**config.mk**
```make
export PLATFORM = sky130hd
export DESIGN_NAME = sequenciador_quadro_verde
export DESIGN_NICKNAME = d
export VERILOG_FILES = /design/src/rtl/sequenciador_quadro_verde.sv
export SDC_FILE = /design/constraint.sdc
export NUM_CORES = 1
export LEC_CHECK = 0
export ABC_AREA = 1
export BUFFER_PORTS_ARGS = -buffer_cell sky130_fd_sc_hd__buf_2
export CORE_UTILIZATION = 46
export DETAILED_ROUTE_END_ITERATION = 10
export PLACE_DENSITY = 0.7
export SLEW_MARGIN = 20
export SYNTH_ARGS = -nofsm -noshare
export SYNTH_HDL_FRONTEND = slang
export SYNTH_SLANG_ARGS = --single-unit
```
**constraint.sdc**
```tcl
create_clock -name PCLK -period 1.75 [get_ports PCLK]
set_input_delay 0.35 -clock PCLK [delete_from_list [all_inputs] [get_ports PCLK]]
set_output_delay 0.35 -clock PCLK [all_outputs]
set_load 0.05 [all_outputs]
```
**src/rtl/sequenciador_quadro_verde.sv**
```systemverilog
// Camera 4:2:2 frame sequencer for the green detector:
// pixel strobes out, per-frame green count and bounding box back.
module sequenciador_quadro_verde #(
    parameter int H_ACTIVE = 640,
    parameter int V_ACTIVE = 480,
    parameter int MIN_PIX  = 64
) (
    input  logic        PCLK,
    input  logic        reset_n,
    input  logic        habilita,
    input  logic        VSYNC,
    input  logic        HREF,
    input  logic [7:0]  D,
    output logic        e_pix,
    output logic [7:0]  Y,
    output logic [7:0]  Cb,
    output logic [7:0]  Cr,
    input  logic        eh_verde,
    output logic        ocupado,
    output logic        frame_done,
    output logic [18:0] qtd_verde,
    output logic [9:0]  x_min,
    output logic [9:0]  x_max,
    output logic [8:0]  y_min,
    output logic [8:0]  y_max,
    output logic        alvo_valido
);

    localparam logic [9:0]  L_H   = 10'(H_ACTIVE);
    localparam logic [8:0]  L_V   = 9'(V_ACTIVE);
    localparam logic [18:0] L_MIN = 19'(MIN_PIX);

    typedef enum logic [2:0] {
        S_IDLE, S_VS_ALTO, S_FRAME, S_FLUSH, S_PUBLICA
    } estado_t;

    estado_t r_est, w_prox;

    logic        r_vs, r_vs_d, r_hr, r_hr_d;
    logic [7:0]  r_d, r_cb, r_y0;
    logic [1:0]  r_ph;
    logic [9:0]  r_x, r_px, r_dx;
    logic [8:0]  r_y, r_py, r_dy;
    logic        r_vd;
    logic [18:0] r_cnt;
    logic [9:0]  r_xmin, r_xmax;
    logic [8:0]  r_ymin, r_ymax;

    logic w_vs_rise, w_vs_fall, w_hr_fall;
    logic w_clear, w_cap, w_linha, w_pub, w_ok, w_strobe;

    assign w_vs_rise = r_vs & ~r_vs_d;
    assign w_vs_fall = ~r_vs & r_vs_d;
    assign w_hr_fall = ~r_hr & r_hr_d;
    assign w_ok      = (r_x < L_H) && (r_y < L_V);
    assign w_strobe  = w_cap & r_ph[1] & w_ok;

    always_ff @(posedge PCLK or negedge reset_n) begin
        if (!reset_n) begin
            r_vs   <= 1'b0;
            r_vs_d <= 1'b0;
            r_hr   <= 1'b0;
            r_hr_d <= 1'b0;
            r_d    <= 8'd0;
        end else begin
            r_vs   <= VSYNC;
            r_vs_d <= r_vs;
            r_hr   <= HREF;
            r_hr_d <= r_hr;
            r_d    <= D;
        end
    end

    always_ff @(posedge PCLK or negedge reset_n) begin
        if (!reset_n) r_est <= S_IDLE;
        else          r_est <= w_prox;
    end

    always_comb begin
        w_prox = r_est;
        unique case (r_est)
            S_IDLE:    if (w_vs_rise) w_prox = S_VS_ALTO;
            S_VS_ALTO: if (w_vs_fall) w_prox = habilita ? S_FRAME : S_IDLE;
            S_FRAME:   if (w_vs_rise) w_prox = S_FLUSH;
            S_FLUSH:   w_prox = S_PUBLICA;
            S_PUBLICA: w_prox = S_VS_ALTO;
            default:   w_prox = S_IDLE;
        endcase
    end

    // No capture on the VSYNC-rise cycle: its strobe would land after FLUSH.
    always_comb begin
        ocupado = (r_est == S_FRAME) || (r_est == S_FLUSH);
        w_clear = (r_est == S_VS_ALTO) && w_vs_fall && habilita;
        w_cap   = (r_est == S_FRAME) && r_hr && !w_vs_rise;
        w_linha = (r_est == S_FRAME) && w_hr_fall;
        w_pub   = (r_est == S_PUBLICA);
    end

    always_ff @(posedge PCLK or negedge reset_n) begin
        if (!reset_n) begin
            r_ph  <= 2'd0;
            r_cb  <= 8'd0;
            r_y0  <= 8'd0;
            e_pix <= 1'b0;
            Y     <= 8'd0;
            Cb    <= 8'd0;
            Cr    <= 8'd0;
            r_x   <= 10'd0;
            r_y   <= 9'd0;
            r_px  <= 10'd0;
            r_py  <= 9'd0;
        end else begin
            e_pix <= w_strobe;
            if (w_clear) begin
                r_ph <= 2'd0;
                r_x  <= 10'd0;
                r_y  <= 9'd0;
            end else if (w_cap) begin
                r_ph <= r_ph + 2'd1;
                if (r_ph == 2'd0) r_cb <= r_d;
                if (r_ph == 2'd1) r_y0 <= r_d;
                if (w_strobe) begin
                    Y <= r_ph[0] ? r_d : r_y0;
                    if (!r_ph[0]) begin
                        Cb <= r_cb;
                        Cr <= r_d;
                    end
                    r_px <= r_x;
                    r_py <= r_y;
                    r_x  <= r_x + 10'd1;
                end
            end else begin
                r_ph <= 2'd0;
                if (w_linha && r_x != 10'd0) begin
                    r_x <= 10'd0;
                    if (r_y < L_V) r_y <= r_y + 9'd1;
                end
            end
        end
    end

    // Strobe coordinates are delayed one cycle to meet eh_verde.
    always_ff @(posedge PCLK or negedge reset_n) begin
        if (!reset_n) begin
            r_vd   <= 1'b0;
            r_dx   <= 10'd0;
            r_dy   <= 9'd0;
            r_cnt  <= 19'd0;
            r_xmin <= '1;
            r_xmax <= 10'd0;
            r_ymin <= '1;
            r_ymax <= 9'd0;
        end else begin
            r_vd <= e_pix;
            r_dx <= r_px;
            r_dy <= r_py;
            if (w_clear) begin
                r_cnt  <= 19'd0;
                r_xmin <= '1;
                r_xmax <= 10'd0;
                r_ymin <= '1;
                r_ymax <= 9'd0;
            end else if (r_vd && eh_verde) begin
                if (r_cnt != '1) r_cnt <= r_cnt + 19'd1;
                if (r_dx < r_xmin) r_xmin <= r_dx;
                if (r_dx > r_xmax) r_xmax <= r_dx;
                if (r_dy < r_ymin) r_ymin <= r_dy;
                if (r_dy > r_ymax) r_ymax <= r_dy;
            end
        end
    end

    always_ff @(posedge PCLK or negedge reset_n) begin
        if (!reset_n) begin
            frame_done  <= 1'b0;
            qtd_verde   <= 19'd0;
            x_min       <= 10'd0;
            x_max       <= 10'd0;
            y_min       <= 9'd0;
            y_max       <= 9'd0;
            alvo_valido <= 1'b0;
        end else begin
            frame_done <= w_pub;
            if (w_pub) begin
                qtd_verde   <= r_cnt;
                alvo_valido <= (r_cnt >= L_MIN);
                if (r_cnt == 19'd0) begin
                    x_min <= 10'd0;
                    x_max <= 10'd0;
                    y_min <= 9'd0;
                    y_max <= 9'd0;
                end else begin
                    x_min <= r_xmin;
                    x_max <= r_xmax;
                    y_min <= r_ymin;
                    y_max <= r_ymax;
                end
            end
        end
    end

endmodule

```
==> reports/qor.yml <==
status: "complete, but fails checks"
violations: "negative setup slack"
r2r-end: "r_cnt[7]"
clk_path_buf_depth: 3
max_freq_ghz: 0.558
maxCapViolations: 0
rows: 55
path_clk_slew_ps: 60
synth_area_leaders: "dfrtp_1 (49%), nand2_1 (14%), nand3_1 (6.1%), ha_1 (5.0%), dfstp_2 (4.6%)"
synth_area_um2: 10800
period_share: 1.02
synth_seq_cells: 232
endpoint_kind: "register"
post_dp_cell_area_um2: 12100
finalHoldViolations: 0
yosysWarningCount: 0
cts_tree: "yes"
crit_required_ps: 2200
fin_nets: 1477
pwr-share-clk: 0.377
setup_ws_ps: -41.5
cts_inserted_buffers: 26
p_switching_mw: 4.20
antenna_found_initial: 0
power_frac_comb: 0.188
ctsHtreeMaxLevel: 1
p_int_mw: 9.86
final_layout_size_suffix_gt1_frac: 0.249
grt_pass1_wl_um: 39400
r2r_setup_slack_ps: -40
hpwl_um: 16600
tightest_slew_ps: 503
drcViolationCount: 0
postLayoutCellArea_um2: 13500
die_w_um: 155
dr.pass1.iters: 5
clock-sinks: 232
cp.arrival_ps: 2240
clock_skew_ps: 8.61
holdCritPathClass: "input pin to register"
die-height_um: 155
grt_usage: 0.201
postLayoutCoreUtil: 0.592
yosysTopAreaCellShare: 0.494
routabilityCongestion: 0.861
hold_depth: 3
ant_nets: 0
syn_avg_cell_area_um2: 8.71
num_antenna_cells: 0
power_density_nw_per_um2: 1040
port_buffers: 98
syn_nets: 1296
finalSetupViolations: 6
rsz0062_at_grt: "yes"
maxSlewViolCount: 0
core_um2: 22800
drt-total-wl_um: 24700
area_delta_synth_final_pct: 25.2
via_count: 8718
relSlewSlack: 0.662
ys_types: 40
r2r_cells: 9
timing.final.crit_period_ps: 1790
critPathKind: "register to register"
via_per_inst: 4.97
first_global_vias: 8141
startpoint_type: "register"
initial_core_util: 0.473
wl_per_cell_um: 14.1
grt_max_degree: 67
cp-startpoint: "r_cnt[1]"
netSwitchingFraction: 0.299
yosysTopAreaCell: "dfrtp_1"
whs_ps: 221
cts-root-buf: "clkbuf_16"
p_leak_nw: 7.09
grt_overflow_total: 0
dpl_worst_slack_ps: 37.2
ys_seq_area_frac: 0.540
path_max_fanout: 7
synth_cells: 1239
hp-start: "habilita"
io_pins: 99
reg2reg_from: "r_cnt[1]"
crit_end: "r_cnt[7]"
clk_latency_ps: 530
seqPwrFrac: 0.434
drtIter0Drc: 498
vdd_drop_max_uv: 763
die-area_um2: 24100
[cells by family (layout without fill, tap and decap cells)]
logic type,Yosys count,in the layout,share of synthesized area
AOI/OAI and AO/OA,107,107,0.0581
buffers and inverters,158,359,0.0627
adders and majority gates,43,43,0.0498
and+or+nand+nor,680,680,0.274
xor gates and xnor gates,19,19,0.0154
DFF,232,232,0.540
[worst min-delay path by stage]
stage,end,slack (ps)
floorplan,Cb[0],50
global placement,r_y0[6],210
detailed placement,r_y0[5],210
CTS,r_est[1],180
global route,r_est[1],240
finish,r_est[1],220
[routing by layer]
layer	vias up	track usage	share of wire
met1	4086	0.285	0.47
met4	0	0.0612	0.024
met2	217	0.324	0.46
met5	-	0	0
li1	4366	-	-
met3	49	0.0256	0.043
[final cells by class]
class                   count  area, µm²
fillers                  2001       9330
repair buffers            199       1420
well taps                 313        392
multi-input cells         849       4580
clock inverters            11       93.8
clock buffers              37        753
flip-flops and latches    232       5840
inverters                 110        422
repair inverters            2       10.0
[per-stage QoR]
step	std cells	power (mW)	setup TNS, ps
2_1_floorplan	1239	7.72	0
3_3_place_gp	1680	8.54	0
3_5_place_dp	1680	8.60	0
4_1_cts	1739	14.0	0
5_1_grt	1753	14.7	-1990
6_report	1753	14.1	-211
[registers in the layout, indices dropped and copies added (netlist names), 10 cells and up]
| name | cells |
|---|---|
| r_dx | 10 |
| x_max | 10 |
| r_x | 10 |
| qtd_verde | 19 |
| r_xmin | 10 |
| r_px | 10 |
| r_cnt | 19 |
| x_min | 10 |
| r_xmax | 10 |
[power by group through the flow]
stage                     combinational [mW]  sequential (mW)  clock (mW)
after floorplan                         1.29             6.43           0
after global placement                  2.38             6.16           0
after detailed placement                2.43             6.17           0
after CTS                               2.48             6.08        5.45
after global routing                    2.95             6.16        5.64
final                                   2.65             6.11        5.31
[cells in the final DEF, fill, tap and decap left out, types with 7 or more instances in the layout]
| cell type | count |
|---|---|
| a21oi_1 | 7 |
| buf_2 | 96 |
| buf_4 | 70 |
| buf_6 | 14 |
| clkbuf_16 | 27 |
| dfrtp_1 | 207 |
| dfstp_2 | 19 |
| dlygate4sd3_1 | 11 |
| ha_1 | 33 |
| ha_4 | 10 |
| inv_1 | 102 |
| nand2_1 | 374 |
| nand2_2 | 26 |
| nand3_1 | 129 |
| nand4_1 | 28 |
| nor2_1 | 70 |
| o21ai_0 | 49 |
| o21ai_1 | 16 |
| o21ai_2 | 14 |
| o31ai_1 | 7 |
| or2_2 | 17 |
| xor2_1 | 18 |
[synthesized netlist by cell type, drive strengths merged]
cell and n:
nor2 81, dfrtp 213, o21bai 3, clkbuf 13, a21o 4, nand3 134, nand2 402, nor3b 6
and3 1, and2 1, ha 43, buf 35, o21ai 79, nand3b 1, nand4 28, nor4 2
dfstp 19, inv 106, a41oi 1, a21oi 10, o31ai 10, xnor2 1, clkinv 4, or2 17
nor3 7, xor2 18
[critical path, cell delays in order, from the launching register on]
cell,delay [ps]
dfrtp_1,460
ha_4,190
nand3_4,70
nor2_4,130
nand4_1,200
o21ai_2,270
buf_4,160
buf_8,120
nand2_2,40
o21ai_1,70
[repair_timing]
item,4_1_cts,5_1_grt
endpoints found under the setup margin,1,89
pin swaps,0,16
hold endpoints to repair,176,0
gates resized for setup,4,85
setup buffers,0,11
gates cloned,0,3
hold buffers,11,0
No activity file was read; power rests on OpenSTA's default activity.
